==> src/rtl/soc_io_pkg.sv <==
// Purpose: shared register map, CTRL bit positions, store-strobe encodings and the
// STATUS word layout for the I/O bridge and its receive FIFOs.
package soc_io_pkg;

  // Register offsets within a channel window (dataadr[3:2])
  localparam logic [1:0] REG_DATA   = 2'd0;
  localparam logic [1:0] REG_STATUS = 2'd1;
  localparam logic [1:0] REG_CTRL   = 2'd2;

  // CTRL write bit indices
  localparam int unsigned CTRL_FLUSH   = 0;
  localparam int unsigned CTRL_CLR_OVF = 1;
  localparam int unsigned CTRL_IRQ_EN  = 2;

  // Core store strobe encodings
  localparam logic [1:0] MW_NONE  = 2'b00;
  localparam logic [1:0] MW_WORD  = 2'b01;
  localparam logic [1:0] MW_DWORD = 2'b11;

  // STATUS bit positions
  localparam int unsigned ST_EMPTY  = 16;
  localparam int unsigned ST_FULL   = 17;
  localparam int unsigned ST_OVF    = 18;
  localparam int unsigned ST_IRQ_EN = 19;

  localparam int unsigned BYTE_W = 8;
  localparam int unsigned REG_W  = 32;

  // STATUS register payload, LSB first: count, empty, full, overflow, irq_en
  typedef struct packed {
    logic [11:0] rsvd;
    logic        irq_en;
    logic        overflow;
    logic        full;
    logic        empty;
    logic [15:0] count;
  } status_t;

endpackage

==> src/rtl/soc_io_bridge_rx_fifo.sv <==
// Purpose: byte-wide receive FIFO with push/pop/flush; flush beats push and pop.
// Ports: clk, reset (async active-low), push, pop, flush, din[7:0];
//        head_c (byte at head), count_c (0..DEPTH), empty_c, full_c, accept_c (push taken).
module rx_fifo #(
  parameter int unsigned DEPTH = 16
) (
  input  logic                     clk,
  input  logic                     reset,
  input  logic                     push,
  input  logic                     pop,
  input  logic                     flush,
  input  logic [7:0]               din,
  output logic [7:0]               head_c,
  output logic [$clog2(DEPTH):0]   count_c,
  output logic                     empty_c,
  output logic                     full_c,
  output logic                     accept_c
);

  localparam int unsigned AW = $clog2(DEPTH);

  logic [AW:0] wr_ptr_q, wr_ptr_d;
  logic [AW:0] rd_ptr_q, rd_ptr_d;
  logic [7:0]  mem_q [DEPTH];
  logic [7:0]  mem_d [DEPTH];
  logic        pop_ok;

  // Status, accept decision and next pointers/storage
  always_comb begin
    count_c  = wr_ptr_q - rd_ptr_q;
    empty_c  = (wr_ptr_q == rd_ptr_q);
    full_c   = (count_c == (AW+1)'(DEPTH));
    head_c   = mem_q[rd_ptr_q[AW-1:0]];
    pop_ok   = pop & ~empty_c & ~flush;
    // A full FIFO still takes a byte when the head leaves in the same cycle
    accept_c = push & ~flush & (~full_c | pop_ok);
    wr_ptr_d = wr_ptr_q;
    rd_ptr_d = rd_ptr_q;
    mem_d    = mem_q;
    if (flush) begin
      rd_ptr_d = wr_ptr_q;
    end else begin
      if (pop_ok) rd_ptr_d = rd_ptr_q + (AW+1)'(1);
      if (accept_c) begin
        mem_d[wr_ptr_q[AW-1:0]] = din;
        wr_ptr_d = wr_ptr_q + (AW+1)'(1);
      end
    end
  end

  // Pointer and storage registers
  always_ff @(posedge clk or negedge reset) begin
    if (!reset) begin
      wr_ptr_q <= '0;
      rd_ptr_q <= '0;
      for (int i = 0; i < int'(DEPTH); i++) mem_q[i] <= '0;
    end else begin
      wr_ptr_q <= wr_ptr_d;
      rd_ptr_q <= rd_ptr_d;
      mem_q    <= mem_d;
    end
  end

endmodule

==> src/rtl/soc_io_bridge.sv <==
// Purpose: memory-mapped I/O bridge between the core data port and data memory.
// Accesses to the I/O page hit NCH receive channels (DATA/STATUS/CTRL); all others pass
// through to memory. Keeps per-channel overflow/irq_en, a registered irq and rx_check.
// Ports: clk, reset (async active-low); core side dataadr, writedata, memwrite, memread,
//        readdata; memory side mem_memwrite, mem_readdata; rx_valid/rx_data per channel;
//        irq and rx_check (registered).
module soc_io_bridge
  import soc_io_pkg::*;
#(
  parameter int unsigned   N       = 64,
  parameter int unsigned   NCH     = 4,
  parameter int unsigned   DEPTH   = 16,
  parameter logic [N-9:0]  IO_PAGE = 'hFF
) (
  input  logic                 clk,
  input  logic                 reset,
  input  logic [N-1:0]         dataadr,
  input  logic [N-1:0]         writedata,
  input  logic [1:0]           memwrite,
  input  logic                 memread,
  output logic [N-1:0]         readdata,
  output logic [1:0]           mem_memwrite,
  input  logic [N-1:0]         mem_readdata,
  input  logic [NCH-1:0]       rx_valid,
  input  logic [BYTE_W*NCH-1:0] rx_data,
  output logic                 irq,
  output logic [31:0]          rx_check
);

  localparam int unsigned CW = $clog2(DEPTH) + 1;

  logic             hit;
  logic [3:0]       ch;
  logic [1:0]       rsel;
  logic [NCH-1:0]   sel, pop, ctrl_wr, flush, clr_ovf;
  logic [NCH-1:0]   empty_c, full_c, accept_c;
  logic [7:0]       head_c  [NCH];
  logic [CW-1:0]    count_c [NCH];
  logic [NCH-1:0]   ovf_q, ovf_d, irq_en_q, irq_en_d;
  logic             irq_q, irq_d;
  logic [31:0]      rx_check_q, rx_check_d;
  logic [REG_W-1:0] io_rd;
  status_t          st;
  logic             unused_bits;

  assign unused_bits = ^{writedata[N-1:3], dataadr[1:0]};

  // Address decode into per-channel strobes
  always_comb begin
    hit  = (dataadr[N-1:8] == IO_PAGE);
    ch   = dataadr[7:4];
    rsel = dataadr[3:2];
    for (int c = 0; c < int'(NCH); c++) begin
      sel[c]     = hit && (ch == 4'(c));
      pop[c]     = sel[c] && (rsel == REG_DATA) && memread;
      ctrl_wr[c] = sel[c] && (rsel == REG_CTRL) && (memwrite != MW_NONE);
      flush[c]   = ctrl_wr[c] & writedata[CTRL_FLUSH];
      clr_ovf[c] = ctrl_wr[c] & writedata[CTRL_CLR_OVF];
    end
  end

  for (genvar g = 0; g < int'(NCH); g++) begin : g_ch
    rx_fifo #(.DEPTH(DEPTH)) u_fifo (
      .clk      (clk),
      .reset    (reset),
      .push     (rx_valid[g]),
      .pop      (pop[g]),
      .flush    (flush[g]),
      .din      (rx_data[BYTE_W*g +: BYTE_W]),
      .head_c   (head_c[g]),
      .count_c  (count_c[g]),
      .empty_c  (empty_c[g]),
      .full_c   (full_c[g]),
      .accept_c (accept_c[g])
    );
  end

  // Next state for overflow, irq_en, irq and the accepted-byte counter
  always_comb begin
    ovf_d      = ovf_q;
    irq_en_d   = irq_en_q;
    rx_check_d = rx_check_q;
    for (int c = 0; c < int'(NCH); c++) begin
      if (clr_ovf[c]) ovf_d[c] = 1'b0;
      // A new drop outranks a clear in the same cycle; flushed bytes never count as drops
      if (rx_valid[c] && !accept_c[c] && !flush[c]) ovf_d[c] = 1'b1;
      if (ctrl_wr[c]) irq_en_d[c] = writedata[CTRL_IRQ_EN];
      rx_check_d = rx_check_d + 32'(accept_c[c]);
    end
    irq_d = |(irq_en_q & ~empty_c);
  end

  always_ff @(posedge clk or negedge reset) begin
    if (!reset) begin
      ovf_q      <= '0;
      irq_en_q   <= '0;
      irq_q      <= 1'b0;
      rx_check_q <= '0;
    end else begin
      ovf_q      <= ovf_d;
      irq_en_q   <= irq_en_d;
      irq_q      <= irq_d;
      rx_check_q <= rx_check_d;
    end
  end

  // Register read mux and memory pass-through
  always_comb begin
    io_rd = '0;
    st    = '0;
    for (int c = 0; c < int'(NCH); c++) begin
      if (sel[c]) begin
        case (rsel)
          REG_DATA:   if (!empty_c[c]) io_rd = REG_W'({1'b1, head_c[c]});
          REG_STATUS: begin
            st.count    = 16'(count_c[c]);
            st.empty    = empty_c[c];
            st.full     = full_c[c];
            st.overflow = ovf_q[c];
            st.irq_en   = irq_en_q[c];
            io_rd       = st;
          end
          REG_CTRL:   io_rd = REG_W'({irq_en_q[c], 2'b00});
          default:    io_rd = '0;
        endcase
      end
    end
    readdata     = hit ? N'(io_rd) : mem_readdata;
    mem_memwrite = hit ? MW_NONE : memwrite;
  end

  assign irq      = irq_q;
  assign rx_check = rx_check_q;

endmodule
==> config.mk <==
export PLATFORM = sky130hd
export DESIGN_NAME = soc_io_bridge
export DESIGN_NICKNAME = d
export VERILOG_FILES = /design/src/rtl/soc_io_pkg.sv /design/src/rtl/soc_io_bridge_rx_fifo.sv /design/src/rtl/soc_io_bridge.sv
export SDC_FILE = /design/constraint.sdc
export NUM_CORES = 1
export LEC_CHECK = 0
export BUFFER_PORTS_ARGS = -buffer_cell sky130_fd_sc_hd__buf_2
export CORE_AREA = 3 3 228 230
export CTS_CLUSTER_SIZE = 14
export DETAILED_ROUTE_END_ITERATION = 10
export DIE_AREA = 0 0 231 233
export HOLD_SLACK_MARGIN = 0.12
export PLACE_DENSITY = 0.9
export SLEW_MARGIN = 40
export SYNTH_ARGS = -nofsm -noshare
export SYNTH_HDL_FRONTEND = slang
export SYNTH_SLANG_ARGS = --single-unit
==> constraint.sdc <==
create_clock -name clk -period 14.3 [get_ports clk]
set_input_delay 2.145 -clock clk [delete_from_list [all_inputs] [get_ports clk]]
set_output_delay 2.145 -clock clk [all_outputs]
set_load 0.1 [all_outputs]
==> run summary, run 1 <==
## Outcome
• finished clean — result of the run

## Global route
• 121 — maximum number of pins on one net before global-route repair
• 14 — number of antenna violations at the first check in global routing
• 29.1% — GRT Util Overall
• 121 mm — wire length of the first global-routing pass
• 21,000 — vias in the first global route
• 0 — GRT overflow

## Floorplan
• 53,800 um^2 — full die area
• 59.0% — starting density of the core
• 50,100 um^2 — floorplan core area
• 332 — number of I/O pins
• 231 um — Die X
• 82 — Core Rows
• 233 um — die span in y

## Drt
• 25.4 um — mean routed wirelength per cell
• 78.2 mm — post-detailed-routing wire length
• 2,000 — detailed router's first-iteration violation count
• 0 — number of nets with antenna violations after detailed routing
• 6.48 — routed vias/inst
• 20,000 — vias post-DR
• 0 — total DRC errors in the routed layout
• 6 — drt first pass iters

## Clock tree
• 0.62 ns — worst-skew pair later-pin latency
• 593 — number of clock sinks
• 60 — Num CTS Buffers
• 0.06 ns — clock input transition at the sequential cells of the worst setup and hold paths
• done — CTS tree
• 2 — number of H-tree levels
• 3 — maximum count of clock buffers along a single path
• 0 — buffer count from post-CTS setup fixing
• sky130_fd_sc_hd__clkbuf_16 — Root Driver
• 0 — hold buffers post-CTS
• 0 — post-cts resize count

## Critical path
• g_ch[0].u_fifo.rd_ptr_q[2] — startpoint of the lowest-slack register-to-register path
• 5.69 ns — arrival time reported for the critical path endpoint
• 12.15 ns — Data required, critical path
• dataadr[21] — launching element of the worst setup path
• readdata[7] — critical path capture point
• input port — CP startpoint kind
• 0.69 ns — peak per-stage delay on the critical path
• simple AND/OR/NAND/NOR gates — Top Family by Delay on Critical Path
• 8 — cell count along the critical path
• 8 — maximum fanout along the worst path
• rx_check[31] — Crit Reg-Reg Endpoint
• 17 — count of cells along the worst register-to-register path
• in2out — critical setup path kind
• 2 — crit path buf inv count
• output pin — capturing element type of the critical path
• buf_2 -> nor4b_1 -> nand4_1 -> or4_2 -> nor3_2 -> o21ai_0 -> o21ai_0 -> buf_2 — crit-path cells
• 7.64 ns — register-to-register setup slack
• sky130_fd_sc_hd__or4_2 — worst-path cell with the longest stage delay

## Logic synthesis
• 2.95% — Synth Area in Compound Gates
• 2,135 — cell count after synthesis
• multiplexers — largest family of logic cells by synthesized area
• 72 — number of distinct library cells after synthesis
• 2.04% — adder-cell share of the synthesized area
• 593 — #FFs+latches synth
• 0 — Yosys Warn Count
• sky130_fd_sc_hd__dfrtp_1 — dominant register cell in the synthesized netlist
• 100% — async set-or-reset flop fraction in the synthesized netlist
• 29,500 um^2 — combined area of all synthesized cells
• 1.90% — XOR/XNOR share of the synthesized area
• 0 — count of flip-flops with a built-in enable after synthesis
• 50.2% — fraction of the yosys area taken by sequential cells
• 2,412 — Post-Syn Nets
• 31.6% — multiplexer area fraction after synthesis
• 13.8 um^2 — Avg Inst Size Synth
• 9.17% — basic-gate share of the synthesized area counting and, or, nand and nor cells

## Place
• 54.1 mm — Post-DP HPWL
• 1.02 — final weighted congestion in routability-driven placement
• 2,969 — Placed Instances
• 268 — # port buffers

## Power and ir drop
• 193 nW/um^2 — power per cell area
• 14.8 nW — leakage
• 6.46 mW — total chip power
• 0.000143 V — Worst IR Drop VDD

## STA
• 0 — count of final max-slew check failures
• 41.9% — relative max-transition margin
• 0.0180 ns — final worst clock skew
• 7.84 ns — Final min period
• 0 — number of setup violations in the final report
• 0.866 ns — slew at the pin with the worst max-slew slack
• false — setup repair after global routing missed its margin
• 128 MHz — timing-limited maximum frequency
• 0 ns — final setup TNS
• 54.8% — ratio of final minimum period to clock period
• 0 — number of hold violations in the final report

## Layout
• 3,084 — filler-free cell count of the finished design
• 13.2% — post-synthesis to final-layout area growth
• 2,637 — layout net count
• 45.8% — share of final-layout standard cells stronger than drive strength 1
• 3,364 — number of filler instances in the final layout

## Flow run
• 0 — Max Cap Violations

## Hold path
• reg2reg — type of the most critical hold path

[registers in the layout, indices dropped and copies added, names as in the netlist]
register              count
irq_en_q                  4
rx_check                 32
g_ch.u_fifo.mem_q       512
irq                       1
g_ch.u_fifo.wr_ptr_q     20
g_ch.u_fifo.rd_ptr_q     20
ovf_q                     4
[synth_stat cells, drive strengths merged (21+ instances only)]
cell type,count,share of area (%)
mux2,523,20
ha,37,1.6
clkbuf,90,1.1
buf,37,0.54
nand2,92,1.2
a21oi,32,0.54
dfrtp,593,50
inv,33,0.42
nand3,57,1.1
nor4,21,0.44
mux4,147,11
and2,58,1.2
nor3,29,0.49
o21ai,31,0.53
nor2,46,0.58
nand4,59,1.5
xnor2,46,1.4
[routing by layer]
| layer | routed length (um) | track usage, % | vias up |
|---|---|---|---|
| li1 | - | - | 8456 |
| met1 | 29000 | 36.3 | 10300 |
| met2 | 38500 | 48.7 | 1030 |
| met3 | 7460 | 7.43 | 217 |
| met4 | 3170 | 12.1 | 8 |
| met5 | 46 | 0 | - |
[how the worst min path moves through the flow]
stage | from | to | slack [ns] | cells past startpoint
detailed placement | rx_check[31] | rx_check[31] | 0.45 | 1
floorplan | g_ch[2].u_fifo.mem_q[105] | g_ch[2].u_fifo.mem_q[105] | 0.45 | 1
global route | rx_check[31] | rx_check[31] | 0.49 | 1
CTS | rx_check[31] | rx_check[31] | 0.47 | 1
global placement | rx_check[31] | rx_check[31] | 0.46 | 1
finish | rx_check[31] | rx_check[31] | 0.47 | 1
[report_power, final]
| part | switching [mW] | internal (mW) | total [mW] | leakage, nW |
|---|---|---|---|---|
| clock | 0.654 | 0.849 | 1.50 | 0.941 |
| combinational | 0.962 | 1.11 | 2.08 | 6.53 |
| sequential | 0.452 | 2.43 | 2.88 | 7.36 |
| total | 2.07 | 4.39 | 6.46 | 14.8 |
[per-stage QoR]
step | utilization [%] | hold slack [ns] | cell area (um^2) | setup slack (ns)
after floorplan | - | 0.452 | 29500 | 6.04
after global placement | 62.7 | 0.457 | 31400 | 6.22
after detailed placement | 62.9 | 0.453 | 31500 | 6.40
after CTS | 66.6 | 0.473 | 33400 | 6.55
after global routing | 66.8 | 0.486 | 33400 | 6.39
final | 66.8 | 0.472 | 33400 | 6.46
[layout by cell type, fill, tap and decap left out, types with 9 or more instances in the layout]
master,count
sky130_fd_sc_hd__clkbuf_16,61
sky130_fd_sc_hd__ha_1,37
sky130_fd_sc_hd__nor4_1,20
sky130_fd_sc_hd__clkinv_2,17
sky130_fd_sc_hd__xor2_1,18
sky130_fd_sc_hd__and3_1,18
sky130_fd_sc_hd__nand3_1,50
sky130_fd_sc_hd__mux2_2,515
sky130_fd_sc_hd__buf_4,15
sky130_fd_sc_hd__dfrtp_1,588
sky130_fd_sc_hd__nor2_1,46
sky130_fd_sc_hd__nor3_1,28
sky130_fd_sc_hd__o21ai_0,30
sky130_fd_sc_hd__a22oi_1,9
sky130_fd_sc_hd__nand2_1,92
sky130_fd_sc_hd__xnor2_1,46
sky130_fd_sc_hd__and2_1,57
sky130_fd_sc_hd__or3_1,9
sky130_fd_sc_hd__nand4_2,13
sky130_fd_sc_hd__buf_2,267
sky130_fd_sc_hd__inv_1,30
sky130_fd_sc_hd__a21oi_1,32
sky130_fd_sc_hd__nand4_1,46
sky130_fd_sc_hd__mux4_2,147
sky130_fd_sc_hd__clkbuf_1,11
sky130_fd_sc_hd__mux2i_1,13
sky130_fd_sc_hd__nand4b_1,12
sky130_fd_sc_hd__clkbuf_8,15
[cells by family (layout without fill, tap and decap cells)]
| group | Yosys count | in the layout |
|---|---|---|
| DFF | 593 | 593 |
| muxes | 683 | 683 |
| adders and majority gates | 44 | 44 |
| AOI/OAI and AO/OA | 130 | 130 |
| xor gates and xnor gates | 64 | 64 |
| other | 0 | 8 |
| buffers and inverters | 163 | 432 |
| and+or+nand+nor | 458 | 458 |
[cell type report]
cell class / count / area (um^2) / area share, %
timing repair buffer: 290 / 1590 / 4.75
tap: 672 / 841 / 2.51
clock inverter: 20 / 110 / 0.329
sequential: 593 / 14800 / 44.4
multi-input combinational: 1379 / 14100 / 42.3
inverter: 36 / 135 / 0.404
antenna: 8 / 20.0 / 0.0599
clock buffer: 86 / 1760 / 5.27
[worst register-to-register path, delay by kind of cell, from the launching register on]
kind                     cells  cell delay, ns
AO/OA/AOI/OAI                1            0.15
XOR/XNOR                     1            0.17
adder cells (fa/ha/maj)      3            1.36
buffers and inverters        1            0.49
flip-flops                   1            0.76
AND/OR/NAND/NOR             11            3.64
Note: power is estimated with default switching activity, not from simulation.
==> inputs of run 2 (changes only) <==
Settings changed: CORE_AREA 3 3 228 230 to 3 3 241 243, DIE_AREA 0 0 231 233 to 0 0 244 246, PLACE_DENSITY 0.9 to 0.85.
Clock period 14.3 ns to 7.2 ns, I/O delays scaled along.
==> run 2 against run 1 <==
  * Worst setup slack got worse by 5.1 ns
  * Sequential share of layout area is 0.43 points lower
  * Sequential power is 100% higher
  * Die area up 12%
  * Routed wire length grew 2.9%
  * Flip-flop and latch count did not move
  * Worst hold slack got worse by 0.15 ns
  * Cell count rose by 3.0%
  * Non-clock buffer count increased by 10
  * Critical path type is now reg2reg
  * Highest routed layer unchanged
==> run summary, run 2 (same netlist as run 1, synthesis figures left out) <==
## Outcome
• finished clean — result of the run

## STA
• 0.324 ns — worst hold margin, -0.148 ns
• 0.873 ns — slew at the pin with the worst max-slew slack, +0.00676 ns
• 0 — number of hold violations in the final report, unchanged
• false — setup repair after global routing missed its margin
• 0 — number of setup violations in the final report, unchanged
• 0 — count of final max-slew check failures, unchanged
• 0.0240 ns — final worst clock skew, +0.00605 ns
• 41.5% — relative max-transition margin, -0.45 points
• 81.7% — ratio of final minimum period to clock period
• 0 ns — final setup TNS, unchanged
• 1.32 ns — worst setup margin, -5.14 ns
• 170 MHz — timing-limited maximum frequency
• 5.88 ns — Final min period

## Clock tree
• 3 — maximum count of clock buffers along a single path, unchanged
• 0 — post-cts resize count, unchanged
• 0.07 ns — clock input transition at the sequential cells of the worst setup and hold paths, about the same
• 0 — buffer count from post-CTS setup fixing, unchanged
• sky130_fd_sc_hd__clkbuf_16 — Root Driver
• 0 — hold buffers post-CTS, unchanged
• 2 — number of H-tree levels, unchanged
• done — CTS tree
• 0.61 ns — worst-skew pair later-pin latency, about the same
• 58 — Num CTS Buffers, -3.3%
• 593 — number of clock sinks, unchanged

## Layout
• sky130_fd_sc_hd__dfrtp_1 — leading cell type in the layout, fill and taps excluded
• 512 — max reg flops, unchanged
• 14.2% — post-synthesis to final-layout area growth
• g_ch.u_fifo.mem_q — largest register by flop count
• 45.8% — share of final-layout standard cells stronger than drive strength 1, about the same
• sky130_fd_sc_hd__dfrtp_1 (589), sky130_fd_sc_hd__mux2_2 (515), sky130_fd_sc_hd__buf_2 (267) — top library cells by usage in the layout, fill and taps aside
• 60.1% — end-of-flow core utilization, -6.7 points
• 4,148 — number of filler instances in the final layout, +23%
• 2,645 — layout net count, +0.30%

## Critical path
• 12 — maximum fanout along the worst path, +4
• 0.71 ns — peak per-stage delay on the critical path, +0.02 ns
• sky130_fd_sc_hd__dfrtp_1 — worst-path cell with the longest stage delay
• reg2reg — critical setup path kind
• 16 — count of cells along the worst register-to-register path, -1
• clkinv_1 -> ha_1 -> nand4_1 -> o21ai_1 -> or3_1 -> nand2_1 -> and3_1 -> fa_1 -> fa_1 -> a21oi_1 -> nor4b_1 -> and4_1 -> and3_1 -> nand2_1 -> nor3_1 -> xor2_1 — crit-path cells
• 6.41 ns — arrival time reported for the critical path endpoint, +0.72 ns
• register — CP startpoint kind
• rx_check[31] — Crit Reg-Reg Endpoint
• register — capturing element type of the critical path
• 1.32 ns — register-to-register setup slack, -6.32 ns
• g_ch[2].u_fifo.rd_ptr_q[2] — startpoint of the lowest-slack register-to-register path
• 7.73 ns — Data required, critical path, -4.42 ns

## Place
• 0.944 — final weighted congestion in routability-driven placement, -7.7%
• 268 — # port buffers, unchanged
• 54.5 mm — Post-DP HPWL, +0.69%
• 0.939 ns — placement-stage worst setup slack, -5.46 ns

## Drt
• 0 — total DRC errors in the routed layout, unchanged
• 6.31 — routed vias/inst, -2.5%
• 5 — drt first pass iters, -1
• 80.4 mm — post-detailed-routing wire length, +2.9%
• 25.3 um — mean routed wirelength per cell, about the same
• 20,100 — vias post-DR, +0.36%
• 1,899 — detailed router's first-iteration violation count, -5.1%
• 0 — number of nets with antenna violations after detailed routing, unchanged

## Global route
• 124 mm — wire length of the first global-routing pass, +2.6%
• 0 — GRT overflow, unchanged
• 21,300 — vias in the first global route, +1.3%
• 152 — maximum number of pins on one net before global-route repair, +26%
• 26.7% — GRT Util Overall, -2.4 points
• 10 — number of antenna violations at the first check in global routing, -4

## Floorplan
• 60,000 um^2 — full die area, +12%
• 332 — number of I/O pins, unchanged
• 244 um — Die X, +5.6%
• 87 — Core Rows, +6.1%
• 246 um — die span in y, +5.6%
• 56,200 um^2 — floorplan core area, +12%
• 52.6% — starting density of the core, -6.4 points

## Power and ir drop
• 0.000227 V — Worst IR Drop VDD, +59%
• 14.9 nW — leakage, +0.68%
• 388 nW/um^2 — power per cell area, +100%

## Flow run
• 0 — Max Cap Violations, unchanged

## Hold path
• in2async — type of the most critical hold path

run 2: changes by cell type in the layout (fill, tap and decap cells not counted), moves of 4 or more:
cell / previous run / this run
sky130_fd_sc_hd__inv_6: 1 / 5
sky130_fd_sc_hd__bufinv_16: 0 / 7
sky130_fd_sc_hd__clkinv_2: 17 / 7
sky130_fd_sc_hd__buf_4: 15 / 24
run 2: through the flow:
step / power [mW] / instance area, um^2 / instances
after floorplan: 8.62 / 29500 / 2135
after global placement: 9.40 / 31600 / 3060
after detailed placement: 9.82 / 31600 / 3061
after CTS: 13.1 / 33700 / 3166
after global routing: 13.7 / 33800 / 3173
final: 13.1 / 33800 / 3175
run 2: worst max-delay path by stage:
| stage | from | cells past startpoint | slack [ns] | end |
|---|---|---|---|---|
| detailed placement | dataadr[49] | 17 | 0.94 | rx_check[26] |
| finish | g_ch[2].u_fifo.rd_ptr_q[2] | 16 | 1.32 | rx_check[31] |
| floorplan | dataadr[31] | 8 | 1.07 | readdata[1] |
| CTS | g_ch[2].u_fifo.rd_ptr_q[2] | 17 | 1.36 | rx_check[31] |
| global placement | dataadr[49] | 17 | 1.0 | rx_check[26] |
| global route | g_ch[2].u_fifo.rd_ptr_q[2] | 16 | 0.86 | rx_check[31] |
run 2: worst max-delay path: cells and delay by family, from the launching register on:
| family | cells | cell delay [ns] |
|---|---|---|
| and+or+nand+nor | 9 | 2.34 |
| adders and majority gates | 3 | 1.41 |
| DFF | 1 | 0.71 |
| AOI/OAI and AO/OA | 2 | 0.67 |
| buffers and inverters | 1 | 0.48 |
| xor gates and xnor gates | 1 | 0.17 |
run 2: area by class of cell:
type	instances	area [um^2]	share of cell area, %
flip-flops and latches	593	14800	44.0
multi-input cells	1379	14100	41.8
clock buffers	82	1700	5.04
repair buffers	300	1700	5.03
well taps	756	946	2.80
clock inverters	23	320	0.949
inverters	36	135	0.400
diodes	6	15.0	0.0445
run 2: where the power goes:
group,switching (mW),internal (mW),total (mW)
Sequential,0.924,4.83,5.75
Clock,1.30,1.90,3.20
Combinational,1.92,2.22,4.14
Total,4.15,8.94,13.1
run 2: layer usage:
| layer | up-vias | GRT usage [%] | share of wire (%) |
|---|---|---|---|
| met5 | - | 0 | 0.017 |
| met4 | 4 | 9.75 | 3.7 |
| met3 | 218 | 6.74 | 9.0 |
| met2 | 940 | 44.9 | 49 |
| met1 | 10400 | 33.5 | 38 |
| li1 | 8489 | - | - |
